[src/rtl/ssd_pkg.sv]
// Shared constants and BCD decode for the seven-segment scan path.
// All segment patterns are active-low: [7:1] = a..g, [0] = dp.
package ssd_pkg;

  localparam logic [7:0] SEG_BLANK = 8'hFF;
  localparam logic [7:0] SEG_DASH  = 8'hFD;
  localparam logic [3:0] CTL_OFF   = 4'hF;

  localparam logic [6:0] SEG7_DASH = 7'b1111110;
  localparam logic [6:0] SEG7_OFF  = 7'b1111111;

  function automatic logic [6:0] bcd_to_seg(
    input logic [3:0] bcd
  );
    logic [6:0] s;
    case (bcd)
      4'd0:    s = 7'b0000001;
      4'd1:    s = 7'b1001111;
      4'd2:    s = 7'b0010010;
      4'd3:    s = 7'b0000110;
      4'd4:    s = 7'b1001100;
      4'd5:    s = 7'b0100100;
      4'd6:    s = 7'b0100000;
      4'd7:    s = 7'b0001111;
      4'd8:    s = 7'b0000000;
      4'd9:    s = 7'b0000100;
      default: s = SEG7_DASH;
    endcase
    return s;
  endfunction

endpackage

[src/rtl/ssd_digit_dec.sv]
// One digit's segment pattern: BCD + decimal point, with optional
// suppression of a..g (the dp stays visible when suppressed).
module ssd_digit_dec
  import ssd_pkg::*;
(
  input  logic [3:0] bcd,
  input  logic       dp,
  input  logic       blank,
  output logic [7:0] segs
);

  assign segs = {blank ? SEG7_OFF : bcd_to_seg(bcd), ~dp};

endmodule

[src/rtl/ssd_scan_ctrl.sv]
// Four-digit SSD scan scheduler: per-frame snapshot, blanking guard,
// leading-zero suppression and registered pin outputs.
module ssd_scan_ctrl
  import ssd_pkg::*;
#(
  parameter int SCAN_DIV  = 25000,
  parameter int BLANK_CYC = 400
) (
  input  logic        clk,
  input  logic        reset,
  input  logic        en,
  input  logic [15:0] digits_in,
  input  logic [3:0]  dp_in,
  input  logic        lz_en,
  output logic [7:0]  segs,
  output logic [3:0]  ssd_ctl,
  output logic        frame_done
);

  localparam int CW = $clog2(SCAN_DIV);
  localparam logic [CW-1:0] CNT_LAST  = CW'(SCAN_DIV - 1);
  localparam logic [CW-1:0] CNT_BLANK = CW'(BLANK_CYC);

  logic [CW-1:0] cnt;
  logic [1:0]    idx;
  logic [15:0]   snap;
  logic [3:0]    snap_dp;

  logic          wrap;
  logic          load;
  logic [15:0]   cur_snap;
  logic [3:0]    cur_dp;
  logic [3:0]    digit;
  logic [3:0]    lz_mask;
  logic          blank_phase;
  logic [7:0]    dec_segs;
  logic [7:0]    segs_next;
  logic [3:0]    ctl_next;

  assign wrap = (cnt == CNT_LAST);
  assign load = en && (idx == 2'd0) && (cnt == '0);

  // Slot 0 decodes from the value being captured this cycle.
  assign cur_snap = load ? digits_in : snap;
  assign cur_dp   = load ? dp_in : snap_dp;
  assign digit    = cur_snap[{idx, 2'b00} +: 4];

  always_comb begin
    lz_mask    = 4'b0000;
    lz_mask[3] = (cur_snap[15:12] == 4'd0);
    lz_mask[2] = lz_mask[3] && (cur_snap[11:8] == 4'd0);
    lz_mask[1] = lz_mask[2] && (cur_snap[7:4] == 4'd0);
  end

  ssd_digit_dec u_dec (
    .bcd   (digit),
    .dp    (cur_dp[idx]),
    .blank (lz_en && lz_mask[idx]),
    .segs  (dec_segs)
  );

  assign blank_phase = (cnt < CNT_BLANK);

  always_comb begin
    segs_next = SEG_BLANK;
    ctl_next  = CTL_OFF;
    if (!blank_phase) begin
      segs_next = dec_segs;
      ctl_next  = ~(4'b0001 << idx);
    end
  end

  always_ff @(posedge clk) begin
    if (reset) begin
      cnt        <= '0;
      idx        <= 2'd0;
      snap       <= 16'h0000;
      snap_dp    <= 4'h0;
      segs       <= SEG_BLANK;
      ssd_ctl    <= CTL_OFF;
      frame_done <= 1'b0;
    end else begin
      if (en) begin
        cnt <= wrap ? '0 : cnt + 1'b1;
        if (wrap) idx <= idx + 2'd1;
      end
      if (load) begin
        snap    <= digits_in;
        snap_dp <= dp_in;
      end
      segs       <= en ? segs_next : SEG_BLANK;
      ssd_ctl    <= en ? ctl_next : CTL_OFF;
      frame_done <= en && (idx == 2'd3) && wrap;
    end
  end

endmodule

[config.mk]
export PLATFORM = sky130hd
export DESIGN_NAME = ssd_scan_ctrl
export DESIGN_NICKNAME = d
export VERILOG_FILES = /design/src/rtl/ssd_pkg.sv /design/src/rtl/ssd_digit_dec.sv /design/src/rtl/ssd_scan_ctrl.sv
export SDC_FILE = /design/constraint.sdc
export NUM_CORES = 1
export LEC_CHECK = 0
export ABC_AREA = 1
export BUFFER_PORTS_ARGS = -buffer_cell sky130_fd_sc_hd__buf_2
export CAP_MARGIN = 20
export CORE_UTILIZATION = 55
export DETAILED_ROUTE_END_ITERATION = 12
export GPL_ROUTABILITY_DRIVEN = 0
export PLACE_DENSITY = 0.77
export RECOVER_POWER = 25
export SLEW_MARGIN = 20
export SYNTH_ARGS = -nofsm -noshare
export SYNTH_HDL_FRONTEND = slang
export SYNTH_HIERARCHICAL = 1
export SYNTH_SLANG_ARGS = --single-unit
[constraint.sdc]
create_clock -name clk -period 5.1 [get_ports clk]
set_clock_uncertainty 0.2 [all_clocks]
set_input_delay 0.51 -clock clk [delete_from_list [all_inputs] [get_ports clk]]
set_output_delay 0.51 -clock clk [all_outputs]
set_load 0.05 [all_outputs]
Yosys cells after proc, flatten, opt, wreduce, memory -nomap -nowiden

Memories as Yosys holds them, arrays and structs flattened. A register that Yosys moved wholly into a read port is not among the register bits.
Cells that the tools add are included.

Add/sub/neg operators: 2
Order comparisons: 2
Equality and inequality tests: 2
Shift-type cells: 2
Mux-type cells: 7
Bitwise logic cells: 3
Reduce and logical (&&, ||, !) cells: 15

Operators by type and width:

| cell                                                 | number |
|---|---|
| 2-to-1 mux 16 bit                                    | 1 |
| indexed part select 16 x 5 -> 4 bit                  | 1 |
| adder 15 x 1 -> 15 bit (second input constant)       | 1 |
| == test 15 bit (second input constant)               | 1 |
| logical NOT 15 bit                                   | 1 |
| < comparator 15 x 9 -> 1 bit (second input constant) | 1 |
| 2-to-1 mux 15 bit                                    | 1 |
| logical NOT 4 bit                                    | 3 |
| logical AND 1 bit                                    | 7 |
| binary-select mux 1 bit (select 2 bit)               | 2 |
| 2-to-1 mux 4 bit                                     | 1 |
| inverter 4 bit                                       | 1 |
| OR reduction 4 bit                                   | 1 |
| left shift 1 x 2 -> 4 bit (first input constant)     | 1 |
| < comparator 2 x 3 -> 1 bit (second input constant)  | 1 |
| OR reduction 3 bit                                   | 1 |
| adder 2 x 1 -> 2 bit (second input constant)         | 1 |
| == test 2 bit (second input constant)                | 1 |
| logical NOT 2 bit                                    | 1 |
| 2-to-1 mux 1 bit                                     | 2 |
| inverter 1 bit                                       | 2 |
| AND reduction 2 bit                                  | 1 |

Register bits: 43
ROM bits: 112
Input bits: 24
Output and inout bits: 13
Logic and storage cells: 41
Memories kept: 1

Memory list:

| name             | depth | bits a word | rd ports | clocked after memory_dff | write ports | line          | text |
|---|---|---|---|---|---|---|---|
| (name not given) | 16    | 7           | 1        | 1                        | 0           | ssd_pkg.sv:16 | `case (bcd)` |

Depth between registers and ports, before layout

Depth after elaboration: 11
Depth in mapped cells: 20
Gate-level depth less buffers: 19

Cells and area by module

Netlist, hierarchy kept.

By module, submodules not included:

| module        | instances | cells each | area each (um^2) |
|---|---|---|---|
| ssd_scan_ctrl | 1         | 335        | 2343.5 |
| ssd_digit_dec | 1         | 38         | 200.2 |

Worst setup path before layout

No wires, ideal clock.

Path type: flip-flop to flip-flop
Start point: register idx[0]
End point: register segs[4]
Data arrival time: 2495 ps
Data required time: 4771 ps
Setup slack: 2276 ps
Cell stages (with the launch flop): 19
Cells stage by stage: dfxtp_1 -> clkbuf_1 -> clkinv_1 -> ha_1 -> nand3_1 -> nor2_4 -> nand2_4 -> buf_6 -> o21ai_2 -> nand2_1 -> nand3_1 -> o211ai_1 -> inv_1 -> ha_1 -> nand2_1 -> nand3_1 -> nand2_1 -> inv_1 -> nand2_1

RTL lines:

| element                               | line                | text |
|---|---|---|
| start: declaration                    | ssd_scan_ctrl.sv:25 | `logic [1:0] idx;` |
| start signal: assignment              | ssd_scan_ctrl.sv:85 | `if (wrap) idx <= idx + 2'd1;` |
| logical NOT 2 bit                     | ssd_scan_ctrl.sv:41 | `assign load = en && (idx == 2'd0) && (cnt == '0);` |
| logical AND 1 bit (2 in series)       | ssd_scan_ctrl.sv:41 |  |
| 2-to-1 mux 16 bit                     | n/a                 |  |
| indexed part select 16 x 5 -> 4 bit * | ssd_scan_ctrl.sv:46 | `assign digit = cur_snap[{idx, 2'b00} +: 4];` |
| named net digit[1]                    | ssd_scan_ctrl.sv:33 | `logic [3:0] digit;` |
| end: declaration                      | ssd_scan_ctrl.sv:15 | `output logic [7:0] segs,` |

The timed path passes the listed nets; every way through them passes the cells marked *. The select of a mux whose other input is x is not followed.
A chain may end at the register's enable or synchronous reset.

Worst setup path after layout

Ends and elaborated chain as after synthesis.

==> summary.md <==
| Metric | Value |
|---|---|
| Max clock buf depth | `2` |
| Maximum fanout along the worst path | `10` |
| Power, Total | `0.846 mW` |
| Largest net degree at the start of global routing | `29` |
| Inserted Diodes | `0` |
| H-tree Lvls | `2` |
| Outcome | `completed` |
| Final Util | `0.646` |
| Depth of the most critical reg-to-reg path | `18` |
| Vias/cell | `5.08` |
| Worst EP required | `5.10 ns` |
| Clock latency on the worst-skew pair | `0.30 ns` |
| Post-DP HPWL | `4080 um` |
| Layout area overhead | `12.1%` |
| IO Pins | `37` |
| DRC | `0` |
| Drt initial violations | `158` |
| Remaining global-route overflow | `0` |
| Synth Flop Type | `dfxtp_1` |
| # fillers | `443` |
| Antenna Violating Nets Remaining | `0` |
| Asr flop ratio synth | `0` |
| FF/Latch Area | `0.00100 mm2` |
| Largest family of logic cells by synthesized area | `simple AND/OR/NAND/NOR gates` |
| Multiplexer share of the synthesized area | `0` |
| DR vias | `2349` |
| Final worst slack | `1.91 ns` |
| Xor and xnor area share after synthesis | `0.00689` |
| Die H | `70.0 um` |
| Post-route clock period utilization | `0.625` |
| Fin Setup TNS | `0 ns` |
| Adder-cell share of the synthesized area | `0.0541` |
| Total CTS buffers | `5` |
| Setup crit start kind | `register` |
| Sequential area share after synthesis | `0.394` |
| Routed WL | `5420 um` |
| Dpl cells | `455` |
| Final hold viol count | `0` |
| Worst slew pin tran | `0.609 ns` |
| Final Critical Period | `3.19 ns` |
| Core footprint | `0.00441 mm2` |
| Worst setup path startpoint | `idx[0]` |
| Number of flops mapped to enable cells by yosys | `0` |
| Crit. End Element | `register` |
| Synthesized cell area | `0.00254 mm2` |
| Antenna violations before repair | `0` |
| Port-buffer cells | `36` |
| FMAX | `314 MHz` |
| PostCTS Resize Cnt | `0` |
| Switch share | `0.272` |
| Reg2reg start | `idx[0]` |
| Pre-CTS setup slack | `1.97 ns` |
| Synthesized area per cell | `6.82 um2` |
| Clock power frac | `0.335` |
| First-pass GRT wire length | `9370 um` |
| R2R Setup Slk | `1.91 ns` |
| Synth Area in Simple Gates | `0.365` |
| NetSw | `0.230 mW` |
| Hold_buf cts | `0` |
| Library cells used by synthesis | `28` |
| Postcts setup bufs | `0` |
| CTS tree | `done` |
| Static Leak | `1.37 nW` |
| Clk root buf | `clkbuf_8` |
| Number of synthesized register bits | `50` |
| Relative slew slack | `0.592` |
| Row Count | `24` |
| Drt pass-1 iters | `5` |
| Hold WC Path Type | `in2reg` |
| Clock Sink Count | `50` |
| Initial Util | `0.576` |
| Power share of the combinational group | `0.179` |
| WL/cell | `11.7 um` |
| Power per cell area | `296 mW/mm2` |
| Number of global-route vias before repair | `2298` |
| Syn nets | `408` |
| Setup violators final | `0` |
| P_int | `0.616 mW` |
| Max-slew violation count | `0` |
| Number of max-cap violations | `0` |
| Critical path class | `reg2reg` |
| Reg2reg end | `segs[4]` |
| Max VDD drop | `0.000165 V` |
| Most frequent cells in the layout | `nand2_1, nor2_1, inv_1` |
| Global Route Usage Sum | `0.234` |
| Multi-input gate area | `0.00129 mm2` |
| RSZ-0062 raised after global routing | `no` |
| Syn. warnings | `6` |
| Sequential Power Share | `0.486` |
| Clock slew at reported path FFs | `0.09 ns` |
| Post-synthesis compound-gate area fraction | `0.0797` |
| Syn Inst Count | `373` |
| Critical Path AT | `3.19 ns` |
| Die Span X | `70.0 um` |
| Die Area | `0.00490 mm2` |
| Commonest non-fill, non-tap cell in the layout | `nand2_1` |
| Crit path to | `segs[4]` |
| Share of cells above drive strength 1 | `0.124` |
| Fin cells | `462` |
| Post-layout nets | `445` |
area by class of cell:
cell class / instances / area share
Clock buffer: 6 / 0.0289
Clock inverter: 1 / 0.0105
Timing Repair Buffer: 37 / 0.0605
Multi-Input combinational cell: 259 / 0.451
Sequential cell: 50 / 0.351
Inverter: 57 / 0.0750
Tap cell: 52 / 0.0228
state kept, by name (all words and copies together) (netlist names):
signal / flops
idx: 2
snap_dp: 4
segs: 8
cnt: 15
frame_done: 1
snap: 16
ssd_ctl: 4
critical path, cell delays in order, from the launching register on:
cell,delay (ns)
dfxtp_1,0.52
clkinv_1,0.33
ha_1,0.34
nand2_1,0.08
inv_1,0.10
nand3_2,0.14
nand2_1,0.06
nand2_1,0.06
clkinv_1,0.08
nand2_1,0.11
nand3_1,0.10
o211ai_1,0.18
inv_1,0.17
ha_1,0.31
nand2_1,0.06
nand3_1,0.11
nand2_1,0.05
inv_1,0.05
nand2_1,0.04
routing by layer:
metal  GRT usage  up-vias  part of all wire
met5           0        -                 0
met4      0.0822        0             0.015
met3      0.0433       12             0.048
met2       0.439       67              0.50
met1       0.261     1030              0.44
li1            -     1240                 -
metrics by stage:
step	hold WS [ns]	cell area, um2
2_1_floorplan	0.248	2540
3_3_place_gp	0.258	2760
3_5_place_dp	0.263	2760
4_1_cts	0.254	2870
5_1_grt	0.289	2850
6_report	0.255	2850
cells in the mapped netlist, types with 6 or more instances:
cell type  count  share of area
nor2_2         6          0.015
nand2_1      106           0.16
nor3_1        11          0.022
inv_1         52          0.077
ha_1          11          0.054
dfxtp_1       50           0.39
a21oi_1        9          0.018
o21ai_1        7          0.014
nand3_1       19          0.037
nand4_1        8          0.020
nor2_1        54          0.080
power by group through the flow:
stage	sequential (mW)	combinational [mW]	clock, mW
after floorplan	0.419	0.118	0
after global placement	0.419	0.147	0
after detailed placement	0.420	0.151	0
after CTS	0.411	0.152	0.289
after global routing	0.413	0.174	0.300
final	0.411	0.151	0.283
worst min-delay path by stage:
stage	start	to	slack [ns]	cells after the start
detailed placement	snap[9]	snap[9]	0.26	2
global route	digits_in[2]	snap[2]	0.29	3
finish	digits_in[1]	snap[1]	0.26	3
floorplan	snap[10]	snap[10]	0.25	2
CTS	digits_in[0]	snap[0]	0.25	3
global placement	snap[11]	snap[11]	0.26	2
cell families (layout without fill, tap and decap cells):
| family | Yosys count | after routing |
|---|---|---|
| AND/OR/NAND/NOR | 214 | 214 |
| adder cells (fa/ha/maj) | 11 | 11 |
| AO/OA/AOI/OAI | 32 | 32 |
| flip-flops | 50 | 50 |
| buffers and inverters | 64 | 101 |
| XOR/XNOR | 2 | 2 |
(Power assumes the default switching activity.)
